$ cat config.mk
export PLATFORM = sky130hd
export DESIGN_NAME = shift_unit_arbiter
export DESIGN_NICKNAME = d
export VERILOG_FILES = /design/src/rtl/shift_unit_arbiter.sv
export SDC_FILE = /design/constraint.sdc
export NUM_CORES = 1
export LEC_CHECK = 0
export CELL_PAD_IN_SITES_DETAIL_PLACEMENT = 1
export CELL_PAD_IN_SITES_GLOBAL_PLACEMENT = 2
export CORE_ASPECT_RATIO = 0.7
export CORE_UTILIZATION = 33
export DETAILED_ROUTE_END_ITERATION = 6
export PLACE_DENSITY_LB_ADDON = 0.2
export SYNTH_ARGS = -nofsm -noshare
export SYNTH_HDL_FRONTEND = slang
export SYNTH_SLANG_ARGS = --single-unit
$ cat constraint.sdc
create_clock -name clock -period 4.7 [get_ports clock]
set_input_delay 0.94 -clock clock [delete_from_list [all_inputs] [get_ports clock]]
set_output_delay 0.94 -clock clock [all_outputs]
set_load 0.005 [all_outputs]
$ cat src/rtl/shift_unit_arbiter.sv
// Round-robin arbiter sharing one SLL and one SRA shifter between two requesters,
// with a one-entry result buffer and saturating per-requester completion counters.
module shift_unit_arbiter #(
  parameter int DATA_W  = 32,
  parameter int SHAMT_W = 5,
  parameter int TAG_W   = 4,
  parameter int CNT_W   = 16
) (
  input  logic               clock,
  input  logic               reset,
  input  logic               req0_valid,
  output logic               req0_ready,
  input  logic               req0_op,
  input  logic [DATA_W-1:0]  req0_data,
  input  logic [SHAMT_W-1:0] req0_shamt,
  input  logic [TAG_W-1:0]   req0_tag,
  input  logic               req1_valid,
  output logic               req1_ready,
  input  logic               req1_op,
  input  logic [DATA_W-1:0]  req1_data,
  input  logic [SHAMT_W-1:0] req1_shamt,
  input  logic [TAG_W-1:0]   req1_tag,
  output logic               out_valid,
  input  logic               out_ready,
  output logic [DATA_W-1:0]  out_data,
  output logic               out_id,
  output logic [TAG_W-1:0]   out_tag,
  output logic [CNT_W-1:0]   cnt0,
  output logic [CNT_W-1:0]   cnt1
);

  typedef enum logic {EMPTY = 1'b0, FULL = 1'b1} state_t;

  state_t             state_p0;
  logic               vld_p0;
  logic [DATA_W-1:0]  data_p0;
  logic               id_p0;
  logic [TAG_W-1:0]   tag_p0;
  logic               last_grant_p0;
  logic [CNT_W-1:0]   cnt0_p0;
  logic [CNT_W-1:0]   cnt1_p0;

  logic               drain;
  logic               can_accept;
  logic               grant_vld;
  logic               grant_id;
  logic               accept;
  logic               sel_op;
  logic [DATA_W-1:0]  sel_data;
  logic [SHAMT_W-1:0] sel_shamt;
  logic [TAG_W-1:0]   sel_tag;
  logic [DATA_W-1:0]  sll_res;
  logic [DATA_W-1:0]  sra_res;
  logic [DATA_W-1:0]  shift_res;

  function automatic logic [DATA_W-1:0] shift_sll(input logic [DATA_W-1:0]  d,
                                                  input logic [SHAMT_W-1:0] s);
    return d << s;
  endfunction

  function automatic logic [DATA_W-1:0] shift_sra(input logic signed [DATA_W-1:0] d,
                                                  input logic [SHAMT_W-1:0]       s);
    logic signed [DATA_W-1:0] r;
    r = d >>> s;
    return $unsigned(r);
  endfunction

  function automatic logic [CNT_W-1:0] sat_inc(input logic [CNT_W-1:0] c);
    return (&c) ? c : c + 1'b1;
  endfunction

  assign drain      = vld_p0 & out_ready;
  assign can_accept = ~reset & ((state_p0 == EMPTY) | drain);

  // On a tie the requester that did not win last time gets the grant.
  always_comb begin
    grant_vld = req0_valid | req1_valid;
    grant_id  = 1'b0;
    if (req0_valid & req1_valid)
      grant_id = ~last_grant_p0;
    else if (req1_valid)
      grant_id = 1'b1;
  end

  assign req0_ready = can_accept & grant_vld & ~grant_id;
  assign req1_ready = can_accept & grant_vld & grant_id;
  assign accept     = req0_ready | req1_ready;

  always_comb begin
    sel_op    = req0_op;
    sel_data  = req0_data;
    sel_shamt = req0_shamt;
    sel_tag   = req0_tag;
    if (grant_id) begin
      sel_op    = req1_op;
      sel_data  = req1_data;
      sel_shamt = req1_shamt;
      sel_tag   = req1_tag;
    end
  end

  assign sll_res   = shift_sll(sel_data, sel_shamt);
  assign sra_res   = shift_sra(sel_data, sel_shamt);
  assign shift_res = sel_op ? sra_res : sll_res;

  // Stage p0: result buffer, owner, tag and round-robin pointer.
  always_ff @(posedge clock) begin
    if (reset) begin
      state_p0      <= EMPTY;
      vld_p0        <= 1'b0;
      data_p0       <= '0;
      id_p0         <= 1'b0;
      tag_p0        <= '0;
      last_grant_p0 <= 1'b1;
    end else begin
      case (state_p0)
        EMPTY: begin
          if (accept) begin
            state_p0 <= FULL;
            vld_p0   <= 1'b1;
          end
        end
        FULL: begin
          if (drain & ~accept) begin
            state_p0 <= EMPTY;
            vld_p0   <= 1'b0;
          end
        end
        default: begin
          state_p0 <= EMPTY;
          vld_p0   <= 1'b0;
        end
      endcase
      if (accept) begin
        data_p0       <= shift_res;
        id_p0         <= grant_id;
        tag_p0        <= sel_tag;
        last_grant_p0 <= grant_id;
      end
    end
  end

  always_ff @(posedge clock) begin
    if (reset) begin
      cnt0_p0 <= '0;
      cnt1_p0 <= '0;
    end else if (drain) begin
      if (id_p0)
        cnt1_p0 <= sat_inc(cnt1_p0);
      else
        cnt0_p0 <= sat_inc(cnt0_p0);
    end
  end

  assign out_valid = vld_p0;
  assign out_data  = data_p0;
  assign out_id    = id_p0;
  assign out_tag   = tag_p0;
  assign cnt0      = cnt0_p0;
  assign cnt1      = cnt1_p0;

endmodule

==> impl_metrics.env <==
export IMPL_post_synth_num_cell_types=73
export IMPL_detailroute_wirelength_met2_um=14000
export IMPL_routedLengthMet1_um=17600
export IMPL_reg2reg_to="out_data[5]$_SDFFE_PP0P_"
export IMPL_timing_final_max_slew_violations=0
export IMPL_clock_tree_htree_level_count=3
export IMPL_vias=8321
export IMPL_detailed_place_hpwl_um=27500
export IMPL_wl_per_cell_um=24.8
export IMPL_area_growth_syn_to_layout_pct=28.4
export IMPL_average_cell_area_after_synthesis_um2=8.08
export IMPL_timing_critical_path_required_ps=4870
export IMPL_number_of_global_route_vias_before_repair=8260
export IMPL_synth_cells=969
export IMPL_layout_drive_gt1_share=0.0982
export IMPL_clk_transition_reported_paths_ps=60
export IMPL_drc=0
export IMPL_routabilityCongestion=0.985
export IMPL_crit_arrival_ps=4270
export IMPL_clk_insertion_delay_late_ps=330
export IMPL_finalSetupViolCount=0
export IMPL_number_of_antenna_diodes=0
export IMPL_finalSetupTns_ps=0
export IMPL_coreArea_um2=23000
export IMPL_path_delay_family="compound AO/OA/AOI/OAI gates"
export IMPL_tritoncts="built"
export IMPL_numClockSinks=72
export IMPL_ioPinCount=161
export IMPL_track_usage=0.288
export IMPL_cpMostUsedCell="o21ai_0"
export IMPL_clock_skew_final_ps=5.11
export IMPL_placed_cells_incl_taps=1398
export IMPL_worst_slew_pin_slew_ps=988
export IMPL_max_clock_freq_mhz=243
export IMPL_count_of_routing_violations_after_the_opening_detailed_route_iteration=601
export IMPL_port_buffers=160
export IMPL_crit_path_setup_slack_layout_ps=593
export IMPL_finalHoldWorstSlack_ps=452
export IMPL_clock_tree_root="clkbuf_16"
export IMPL_final_hold_violation_count=0
export IMPL_ir_worst_vdd_uv=190
export IMPL_seq_area_frac_synth=0.184
export IMPL_cpMaxStageDelayCell="mux2i_1"
export IMPL_max_capacitance_violation_total=0
export IMPL_cts_hold_fix_buffers=0
export IMPL_cts_setup_buffers=0
export IMPL_yosys_warnings=0
export IMPL_syn_num_nets=1060
export IMPL_finalNonFillerCells=1412
export IMPL_grt_max_degree=67
export IMPL_p_per_area_nw_per_um2=255
export IMPL_die_area_um2=24400
export IMPL_cts_repair_resize_count=0
export IMPL_worst_r2r_path_depth=7
export IMPL_place_ws_ps=452
export IMPL_first_pass_iters=5
export IMPL_p_leak_nw=4.01
export IMPL_min_from="out_data[28]$_SDFFE_PP0P_"
export IMPL_cp_start_kind="input pin"
export IMPL_top_layer="met4"
export IMPL_drt_total_wl_um=35100
export IMPL_first_pass_grt_wire_length_um=52200
export IMPL_path_cells="clkdlybuf4s50_1 -> a21bo_4 -> mux2i_1 -> o21ai_0 -> o31a_1 -> o21ai_0 -> nor2_1 -> o41ai_1"
export IMPL_max_slew_margin=0.341
export IMPL_timing_hold_worst_class="flip-flop to flip-flop"
export IMPL_crit_path_buf_inv_count=1
export IMPL_setup_worst_path_class="input pin to flip-flop"
export IMPL_grt_antenna_before_repair=0
export IMPL_worst_setup_path_end_kind="flip-flop"
export IMPL_flops_latches_synth=72
export IMPL_wl_met3_um=3100
export IMPL_post_route_period_util=0.874
export IMPL_mappedNetlistArea_um2=7830
export IMPL_hold_end="out_data[28]$_SDFFE_PP0P_"
export IMPL_worstReg2RegStart="last_grant_p0$_SDFFE_PP1P_"
export IMPL_utilization=0.438
export IMPL_setup_repair_after_global_routing_missed_its_margin="no"
export IMPL_count_of_flip_flops_with_a_built_in_enable_after_synthesis=0
export IMPL_run_status="finished, final reports clean"
export IMPL_post_route_min_period_ps=4110
export IMPL_floorplan_die_height_um=131
export IMPL_synth_async_reset_ratio=0
export IMPL_synth_flop_cell="dfxtp_1"
export IMPL_cts_root_to_sink_buffers=2
export IMPL_core_rowCount=46
export IMPL_min_path_cells=2
export IMPL_worst_path_max_fanout=18
export IMPL_r2r_slack_ps=1410
export IMPL_floorplan_die_width_um=186
export IMPL_ant_nets=0
export IMPL_fin_nets=1188
export IMPL_tritoncts_num_buffers=9
export IMPL_crit_path_max_cell_delay_ps=820
export IMPL_grt_remaining_overflow=0
export IMPL_viasPerCell=5.89
export IMPL_initial_core_util=0.341
export IMPL_fillCellCount=2725
==> worst register-to-register path: cells and delay by family (launching register included) <==
family	cells	cell delay, ps
muxes	1	840
and+or+nand+nor	1	120
AOI/OAI and AO/OA	5	1740
DFF	1	420
==> stage by stage <==
stage          cell area (um^2)  total power, mW
6_report                  10100             2.56
5_1_grt                   10100             2.67
4_1_cts                   10100             2.55
3_5_place_dp               9750             1.80
3_3_place_gp               9750             1.80
2_1_floorplan              7830             1.32
==> flip-flops by register name, indices dropped and copies added, names as in the netlist <==
name / count
out_tag: 4
cnt0: 16
state_p0: 1
cnt1: 16
out_id: 1
out_data: 32
last_grant_p0: 1
out_valid: 1
==> synthesized netlist by cell type, types with 13 or more instances <==
cell,n,share of area
dfxtp_1,72,0.18
o21ai_0,36,0.023
clkbuf_1,23,0.011
nand2_1,81,0.039
mux2_2,35,0.050
buf_2,33,0.021
nand3_1,30,0.019
xnor2_1,13,0.015
mux2i_1,230,0.29
nor3_1,24,0.015
nor2_1,95,0.046
a21oi_1,68,0.043
a211oi_1,19,0.018
buf_4,13,0.012
==> metal layers <==
layer,GRT usage,vias up
met2,0.404,310
li1,-,3887
met1,0.431,4084
met5,0,-
met4,0.0487,0
met3,0.0851,40
==> cell type report <==
type | count | area [um^2] | area share
clock buffer | 11 | 243 | 0.0241
clock inverter | 3 | 67.6 | 0.00672
inverter | 7 | 26.3 | 0.00261
multi-input combinational | 811 | 5970 | 0.594
sequential | 72 | 1440 | 0.143
tap | 312 | 390 | 0.0388
timing repair buffer | 196 | 1920 | 0.191
==> cells by family after synthesis <==
| kind of cell | after synthesis | share of synthesized area |
|---|---|---|
| multiplexers | 275 | 0.368 |
| adder cells (fa/ha/maj) | 2 | 0.00319 |
| flip-flops | 72 | 0.184 |
| AND/OR/NAND/NOR | 288 | 0.169 |
| buffers and inverters | 86 | 0.0585 |
| AO/OA/AOI/OAI | 222 | 0.191 |
| XOR/XNOR | 24 | 0.0268 |
==> worst max path at each step <==
stage / end / cells after the start / start / slack, ps
6_report: out_data[5]$_SDFFE_PP0P_ / 8 / req0_valid / 590
5_1_grt: out_data[5]$_SDFFE_PP0P_ / 8 / req0_valid / 370
4_1_cts: req0_ready / 5 / out_ready / 670
3_5_place_dp: out_data[5]$_SDFFE_PP0P_ / 8 / req0_valid / 450
3_3_place_gp: out_data[3]$_SDFFE_PP0P_ / 8 / req0_valid / 430
2_1_floorplan: req1_ready / 5 / req1_valid / 1640
==> power breakdown <==
| group | switching, mW | internal, mW |
|---|---|---|
| Combinational | 0.676 | 0.463 |
| Sequential | 0.0298 | 0.653 |
| Clock | 0.265 | 0.474 |
| Total | 0.971 | 1.59 |
==> cells in the final DEF (no fill, tap or decap), types with 12 or more instances in the layout <==
cell,synthesis,final
nor3_1,24,23
dfxtp_1,72,72
mux2i_1,230,228
xnor2_1,13,13
a21oi_1,68,68
nor2_1,95,95
nand2_1,81,81
o211ai_1,12,12
mux2_2,35,35
nand3_1,30,30
clkdlybuf4s50_1,0,158
o21ai_0,36,36
a211oi_1,19,19
buf_4,13,34
Note: power is estimated with default switching activity, not from simulation.
